<file path="config.mk">
export PLATFORM = sky130hd
export DESIGN_NAME = ram_1port_bist
export DESIGN_NICKNAME = d
export VERILOG_FILES = /design/src/rtl/ram_1port_bist.sv
export SDC_FILE = /design/constraint.sdc
export NUM_CORES = 1
export LEC_CHECK = 0
export CAP_MARGIN = 10
export CORE_MARGIN = 10
export CORE_UTILIZATION = 45
export CTS_CLUSTER_SIZE = 14
export DETAILED_ROUTE_END_ITERATION = 12
export GPL_TIMING_DRIVEN = 0
export PLACE_DENSITY_LB_ADDON = 0.15
export SYNTH_ARGS = -nofsm -noshare
export SYNTH_HDL_FRONTEND = slang
export SYNTH_SLANG_ARGS = --single-unit
</file>
<file path="constraint.sdc">
create_clock -name sys_clk -period 5.92 [get_ports sys_clk]
set_clock_uncertainty 0.2 [all_clocks]
set_input_delay 1.48 -clock sys_clk [delete_from_list [all_inputs] [get_ports sys_clk]]
set_output_delay 1.48 -clock sys_clk [all_outputs]
set_load 0.05 [all_outputs]
</file>
<file path="src/rtl/ram_1port_bist.sv">
// Write-then-verify engine around an inferred single-port synchronous RAM.
// Fills every word with a mode-selected pattern, reads it back and reports mismatches.
module ram_1port_bist #(
  parameter int DW    = 8,
  parameter int DEPTH = 32,
  localparam int AW   = $clog2(DEPTH)
) (
  input  logic          sys_clk,
  input  logic          sys_rst,
  input  logic          start,
  input  logic [1:0]    mode,
  input  logic [DW-1:0] seed,
  input  logic          inj_en,
  input  logic [AW-1:0] inj_addr,
  output logic          busy,
  output logic          done,
  output logic          pass,
  output logic [15:0]   err_cnt,
  output logic          first_err_vld,
  output logic [AW-1:0] first_err_addr
);

  localparam logic [2:0] S_IDLE  = 3'd0;
  localparam logic [2:0] S_WRITE = 3'd1;
  localparam logic [2:0] S_READ  = 3'd2;
  localparam logic [2:0] S_DRAIN = 3'd3;
  localparam logic [2:0] S_DONE  = 3'd4;
  localparam logic [AW-1:0] LAST_ADDR = AW'(DEPTH - 1);

  // Address is zero-extended (or truncated) to DW before the DW-bit modulo arithmetic.
  function automatic logic [DW-1:0] pattern(input logic [1:0] m, input logic [DW-1:0] s,
                                            input logic [AW-1:0] a);
    logic [DW-1:0] a_ext;
    logic [DW-1:0] one;
    a_ext = DW'(a);
    one   = {{(DW-1){1'b0}}, 1'b1};
    case (m)
      2'd0:    pattern = a_ext + s;
      2'd1:    pattern = ~(a_ext + s);
      2'd2:    pattern = one << (32'(a) % DW);
      2'd3:    pattern = s;
      default: pattern = s;
    endcase
  endfunction

  logic [DW-1:0] mem_q [DEPTH];
  logic [DW-1:0] rdata_q;
  logic [2:0]    state_q, state_d;
  logic [AW-1:0] cnt_q, cnt_d;
  logic [1:0]    mode_q, mode_d;
  logic [DW-1:0] seed_q, seed_d;
  logic          inj_en_q, inj_en_d;
  logic [AW-1:0] inj_addr_q, inj_addr_d;
  logic          cmp_vld_q, cmp_vld_d;
  logic [AW-1:0] cmp_addr_q, cmp_addr_d;
  logic [DW-1:0] exp_q, exp_d;
  logic          busy_q, busy_d, done_q, done_d, pass_q, pass_d;
  logic [15:0]   err_cnt_q, err_cnt_d;
  logic          first_vld_q, first_vld_d;
  logic [AW-1:0] first_addr_q, first_addr_d;
  logic          wren, rden, mismatch;
  logic [DW-1:0] wdata;

  // Next-state, RAM control and result bookkeeping.
  always_comb begin
    state_d      = state_q;
    cnt_d        = cnt_q;
    mode_d       = mode_q;
    seed_d       = seed_q;
    inj_en_d     = inj_en_q;
    inj_addr_d   = inj_addr_q;
    cmp_vld_d    = 1'b0;
    cmp_addr_d   = cmp_addr_q;
    exp_d        = exp_q;
    err_cnt_d    = err_cnt_q;
    first_vld_d  = first_vld_q;
    first_addr_d = first_addr_q;
    pass_d       = pass_q;
    wren         = 1'b0;
    rden         = 1'b0;
    wdata        = pattern(mode_q, seed_q, cnt_q);
    if (inj_en_q && (cnt_q == inj_addr_q)) begin
      wdata[0] = ~wdata[0];
    end else begin
      wdata[0] = wdata[0];
    end
    mismatch = cmp_vld_q && (rdata_q != exp_q);
    if (mismatch) begin
      if (err_cnt_q != 16'hFFFF) begin
        err_cnt_d = err_cnt_q + 16'd1;
      end else begin
        err_cnt_d = err_cnt_q;
      end
      if (!first_vld_q) begin
        first_vld_d  = 1'b1;
        first_addr_d = cmp_addr_q;
      end else begin
        first_vld_d  = first_vld_q;
      end
    end else begin
      err_cnt_d = err_cnt_q;
    end
    case (state_q)
      S_IDLE: begin
        if (start) begin
          state_d     = S_WRITE;
          cnt_d       = {AW{1'b0}};
          mode_d      = mode;
          seed_d      = seed;
          inj_en_d    = inj_en;
          inj_addr_d  = inj_addr;
          err_cnt_d   = 16'd0;
          first_vld_d = 1'b0;
          pass_d      = 1'b0;
        end else begin
          state_d = S_IDLE;
        end
      end
      S_WRITE: begin
        wren = 1'b1;
        if (cnt_q == LAST_ADDR) begin
          state_d = S_READ;
          cnt_d   = {AW{1'b0}};
        end else begin
          cnt_d = cnt_q + AW'(1);
        end
      end
      S_READ: begin
        rden       = 1'b1;
        cmp_vld_d  = 1'b1;
        cmp_addr_d = cnt_q;
        exp_d      = pattern(mode_q, seed_q, cnt_q);
        if (cnt_q == LAST_ADDR) begin
          state_d = S_DRAIN;
          cnt_d   = {AW{1'b0}};
        end else begin
          cnt_d = cnt_q + AW'(1);
        end
      end
      // The last read word is compared here, so pass must see this cycle's count.
      S_DRAIN: begin
        state_d = S_DONE;
        pass_d  = (err_cnt_d == 16'd0);
      end
      S_DONE:  state_d = S_IDLE;
      default: state_d = S_IDLE;
    endcase
    busy_d = (state_d != S_IDLE);
    done_d = (state_d == S_DONE);
  end

  // Control and result registers with synchronous reset.
  always_ff @(posedge sys_clk) begin
    if (sys_rst) begin
      state_q      <= S_IDLE;
      cnt_q        <= {AW{1'b0}};
      mode_q       <= 2'd0;
      seed_q       <= {DW{1'b0}};
      inj_en_q     <= 1'b0;
      inj_addr_q   <= {AW{1'b0}};
      cmp_vld_q    <= 1'b0;
      cmp_addr_q   <= {AW{1'b0}};
      exp_q        <= {DW{1'b0}};
      busy_q       <= 1'b0;
      done_q       <= 1'b0;
      pass_q       <= 1'b0;
      err_cnt_q    <= 16'd0;
      first_vld_q  <= 1'b0;
      first_addr_q <= {AW{1'b0}};
    end else begin
      state_q      <= state_d;
      cnt_q        <= cnt_d;
      mode_q       <= mode_d;
      seed_q       <= seed_d;
      inj_en_q     <= inj_en_d;
      inj_addr_q   <= inj_addr_d;
      cmp_vld_q    <= cmp_vld_d;
      cmp_addr_q   <= cmp_addr_d;
      exp_q        <= exp_d;
      busy_q       <= busy_d;
      done_q       <= done_d;
      pass_q       <= pass_d;
      err_cnt_q    <= err_cnt_d;
      first_vld_q  <= first_vld_d;
      first_addr_q <= first_addr_d;
    end
  end

  // RAM array and its registered read port; contents survive reset.
  always_ff @(posedge sys_clk) begin
    if (wren) begin
      mem_q[cnt_q] <= wdata;
    end
    if (rden) begin
      rdata_q <= mem_q[cnt_q];
    end
  end

  assign busy           = busy_q;
  assign done           = done_q;
  assign pass           = pass_q;
  assign err_cnt        = err_cnt_q;
  assign first_err_vld  = first_vld_q;
  assign first_err_addr = first_addr_q;

endmodule
</file>
==> impl_metrics.env, run 1 <==
export IMPL_setup_tns_final_ps=0
export IMPL_cts_buffers=35
export IMPL_reg2reg_from="cnt_q[1]"
export IMPL_via_per_inst=5.67
export IMPL_grtUsageTotal_pct=17.8
export IMPL_internal_power_mw=3.84
export IMPL_core_sq_um=29600
export IMPL_hold_class="flip-flop to flip-flop"
export IMPL_grt_start_max_net_pins=34
export IMPL_synth_edff_count=264
export IMPL_port_buffers=42
export IMPL_worst_pin_slew_ps=1260
export IMPL_first_iter_violations=594
export IMPL_cp_max_fo=32
export IMPL_htree_levels=2
export IMPL_die_w_um=193
export IMPL_clockPowerShare_pct=41.2
export IMPL_cts_root_buf="clkbuf_16"
export IMPL_ys_seq_area_share_pct=68.2
export IMPL_drc_errors=0
export IMPL_crit_chain="clkbuf_1, buf_1, clkbuf_1, inv_1, fa_1, nor2b_1, o21ai_0, a21boi_0, o21ai_0, mux2_2, a22oi_1, nand2_1"
export IMPL_grt_busiest_layer="met2"
export IMPL_timing_critical_path_buf_inv=4
export IMPL_async_flop_share_pct=0
export IMPL_die_y_um=193
export IMPL_sequentialPowerShare_pct=51.9
export IMPL_finalMaxSlewViolations=0
export IMPL_netlist_cell_type_count=62
export IMPL_synthCells=880
export IMPL_cp_depth=12
export IMPL_use_met1_pct=24.0
export IMPL_use_met2_pct=28.5
export IMPL_synth_seq_cells=327
export IMPL_route_antenna_remaining_nets=0
export IMPL_status="finished clean"
export IMPL_hold_viol=0
export IMPL_worst_slack_ps=562
export IMPL_timing_fmax_mhz=187
export IMPL_grt_antenna_before_repair=0
export IMPL_leakage_nw=4.98
export IMPL_cts_hold_buf=0
export IMPL_min_period_ps=5360
export IMPL_diodes=0
export IMPL_cp_start_kind="flip-flop"
export IMPL_ir_worst_vdd_uv=201
export IMPL_place_area_sq_um=14600
export IMPL_p_total_mw=4.94
export IMPL_ys_flop_type="edfxtp_1"
export IMPL_dp_hpwl_um=21800
export IMPL_period_share_pct=90.5
export IMPL_clkLatencyLatePin_ps=510
export IMPL_cts_num_sinks=327
export IMPL_comb_power_share_pct=6.9
export IMPL_start_util_pct=45.5
export IMPL_syn_nets=913
export IMPL_max_slew_margin_rel_pct=15.9
export IMPL_cp_top_family="buffers and inverters"
export IMPL_grt_pass1_vias=7947
export IMPL_rr_worst_depth=12
export IMPL_cts_tree="yes"
export IMPL_critical_path_class="flip-flop to flip-flop"
export IMPL_cp_slowest_cell="nand2_1"
export IMPL_final_nets=999
export IMPL_p_sw_share_pct=22.4
export IMPL_setup_viol=0
export IMPL_post_cts_setup_buffers=0
export IMPL_max_stage_delay_ps=740
export IMPL_gp_congestion=0.848
export IMPL_die_area_sq_um=37300
export IMPL_arrival_ps=5120
export IMPL_setup_worst_path_start="cnt_q[1]"
export IMPL_dpl_worst_slack_ps=571
export IMPL_r2r_slack_ps=560
export IMPL_core_rowCount=63
export IMPL_drive_above_1_share_pct=14.7
export IMPL_required_ps=5680
export IMPL_rsz0062_at_grt="no"
export IMPL_vias=7841
export IMPL_grt_pass1_wl_um=49400
export IMPL_wl_um=32500
export IMPL_syn2layout_area_growth_pct=16.0
export IMPL_clock_path_buffers=3
export IMPL_use_met3_pct=3.40
export IMPL_overflow=0
export IMPL_yosys_warnings=0
export IMPL_wire_per_inst_um=23.5
export IMPL_clkSlewWorstSetupHoldPaths_ps=60
export IMPL_postCtsResizedCells=0
export IMPL_mappedNetlistArea_sq_um=13500
export IMPL_dr_pass1_iters=5
export IMPL_power_density_nw_per_um2=316
export IMPL_avgSynthCellArea_sq_um=15.3
export IMPL_r2r_end="mem_q[31][6]"
export IMPL_maxCapViolations=0
export IMPL_switchingPower_mw=1.11
export IMPL_cp_end_kind="flip-flop"
export IMPL_crit_end="mem_q[31][6]"
export IMPL_final_cell_area_sq_um=15600
export IMPL_ios=44
## registers in the layout, indices dropped and copies added (netlist names), 2 cells and up
signal / flops
state_q: 3
rdata_q: 8
exp_q: 8
cmp_addr_q: 5
first_err_addr: 5
cnt_q: 5
mem_q: 256
mode_q: 2
err_cnt: 16
seed_q: 8
inj_addr_q: 5
## metal layers
| metal | part of all wire [%] | vias up |
|---|---|---|
| li1 | - | 3577 |
| met1 | 43 | 3953 |
| met2 | 47 | 250 |
| met3 | 6.7 | 61 |
| met4 | 3.1 | 0 |
| met5 | 0 | - |
## stage by stage
step           utilization [%]  std cells  hold WS (ps)
6_report                  52.8       1382           258
5_1_grt                   52.8       1382           288
4_1_cts                   52.8       1381           260
3_5_place_dp              49.2       1318           252
3_3_place_gp              48.5       1312           249
2_1_floorplan                -        880           236
## worst min-delay path by stage
stage	from	end	slack, ps	cells after the start
after CTS	cmp_addr_q[0]	cmp_addr_q[0]	260	2
after floorplan	cmp_addr_q[0]	cmp_addr_q[0]	240	2
final	cmp_addr_q[3]	cmp_addr_q[3]	260	2
after global placement	inj_en_q	inj_en_q	250	2
after detailed placement	cmp_addr_q[0]	cmp_addr_q[0]	250	2
after global routing	cmp_addr_q[0]	cmp_addr_q[0]	290	2
## logic make-up after synthesis
| logic type | synth area share, % |
|---|---|
| multiplexers | 11.7 |
| flip-flops | 68.2 |
| AO/OA/AOI/OAI | 5.69 |
| AND/OR/NAND/NOR | 8.72 |
| adder cells (fa/ha/maj) | 1.36 |
| buffers and inverters | 1.87 |
| XOR/XNOR | 2.53 |
## power by group through the flow
stage                     Clock, mW  Combinational [mW]  Sequential, mW
after detailed placement          0               0.341            2.61
after global placement            0               0.298            2.62
after CTS                      2.07               0.342            2.56
after global routing           2.17               0.365            2.57
after floorplan                   0               0.179            2.61
final                          2.04               0.339            2.56
## worst min-delay path, stage by stage (launching register included)
cell	delay, ps
dfxtp_1	310
nand2_1	50
a21oi_1	50
## cell usage after synthesis, drive strengths merged (2+ instances only)
| library cell | instances | share of area (%) |
|---|---|---|
| a211oi | 2 | 0.11 |
| a21boi | 2 | 0.11 |
| a21o | 5 | 0.28 |
| a21oi | 39 | 1.4 |
| a221oi | 4 | 0.26 |
| a22oi | 34 | 1.9 |
| a311o | 2 | 0.15 |
| a311oi | 3 | 0.19 |
| a31oi | 3 | 0.14 |
| and2 | 5 | 0.23 |
| and3 | 8 | 0.41 |
| buf | 19 | 0.67 |
| clkbuf | 31 | 0.86 |
| clkinv | 2 | 0.056 |
| dfxtp | 63 | 9.4 |
| edfxtp | 264 | 59 |
| ha | 13 | 1.2 |
| inv | 10 | 0.28 |
| mux2 | 2 | 0.17 |
| mux2i | 11 | 0.82 |
| mux4 | 64 | 11 |
| nand2 | 77 | 2.2 |
| nand2b | 5 | 0.23 |
| nand3 | 18 | 0.74 |
| nand3b | 4 | 0.22 |
| nand4 | 14 | 0.65 |
| nor2 | 81 | 2.3 |
| nor2b | 4 | 0.19 |
| nor3 | 11 | 0.49 |
| nor3b | 6 | 0.33 |
| nor4 | 2 | 0.093 |
| nor4b | 2 | 0.18 |
| o21ai | 7 | 0.26 |
| o31ai | 2 | 0.15 |
| or2 | 2 | 0.093 |
| or3 | 4 | 0.19 |
| or4 | 2 | 0.11 |
| xnor2 | 27 | 1.8 |
| xor2 | 12 | 0.78 |
## final cells by class
class	instances	area, sq um
well taps	390	488
plain buffers	50	206
repair buffers	49	558
clock buffers	41	920
fillers	2504	14000
multi-input cells	491	4090
clock inverters	22	141
flip-flops and latches	327	9190
inverters	12	45.0
## layout by cell type (no fill, tap or decap), types with 5 or more instances in the layout
cell type	netlist	routed
and2_1	5	5
xor2_1	12	12
clkinv_2	0	8
clkdlybuf4s50_1	0	42
inv_1	10	10
nand2_1	76	76
mux2i_1	11	11
clkbuf_1	31	36
nor3b_1	6	6
xnor2_1	27	26
clkinv_1	2	12
edfxtp_1	264	264
a22oi_1	34	34
a21oi_1	39	35
nand4_1	14	14
nor3_1	10	10
nand2b_1	5	5
nand3_1	16	16
buf_2	9	9
clkbuf_16	0	36
dfxtp_1	63	63
mux4_2	64	64
a21o_1	5	5
nor2_1	81	81
and3_1	7	7
buf_1	9	9
o21ai_0	6	6
ha_1	13	13
No activity file was read; power rests on OpenSTA's default activity.
==> run 2: changes to the inputs <==
Settings changed: ABC_CLOCK_PERIOD_IN_PS set to 5920.
==> results of run 2 <==
The final DEF is identical to that of run 1; final timing and power are the same.
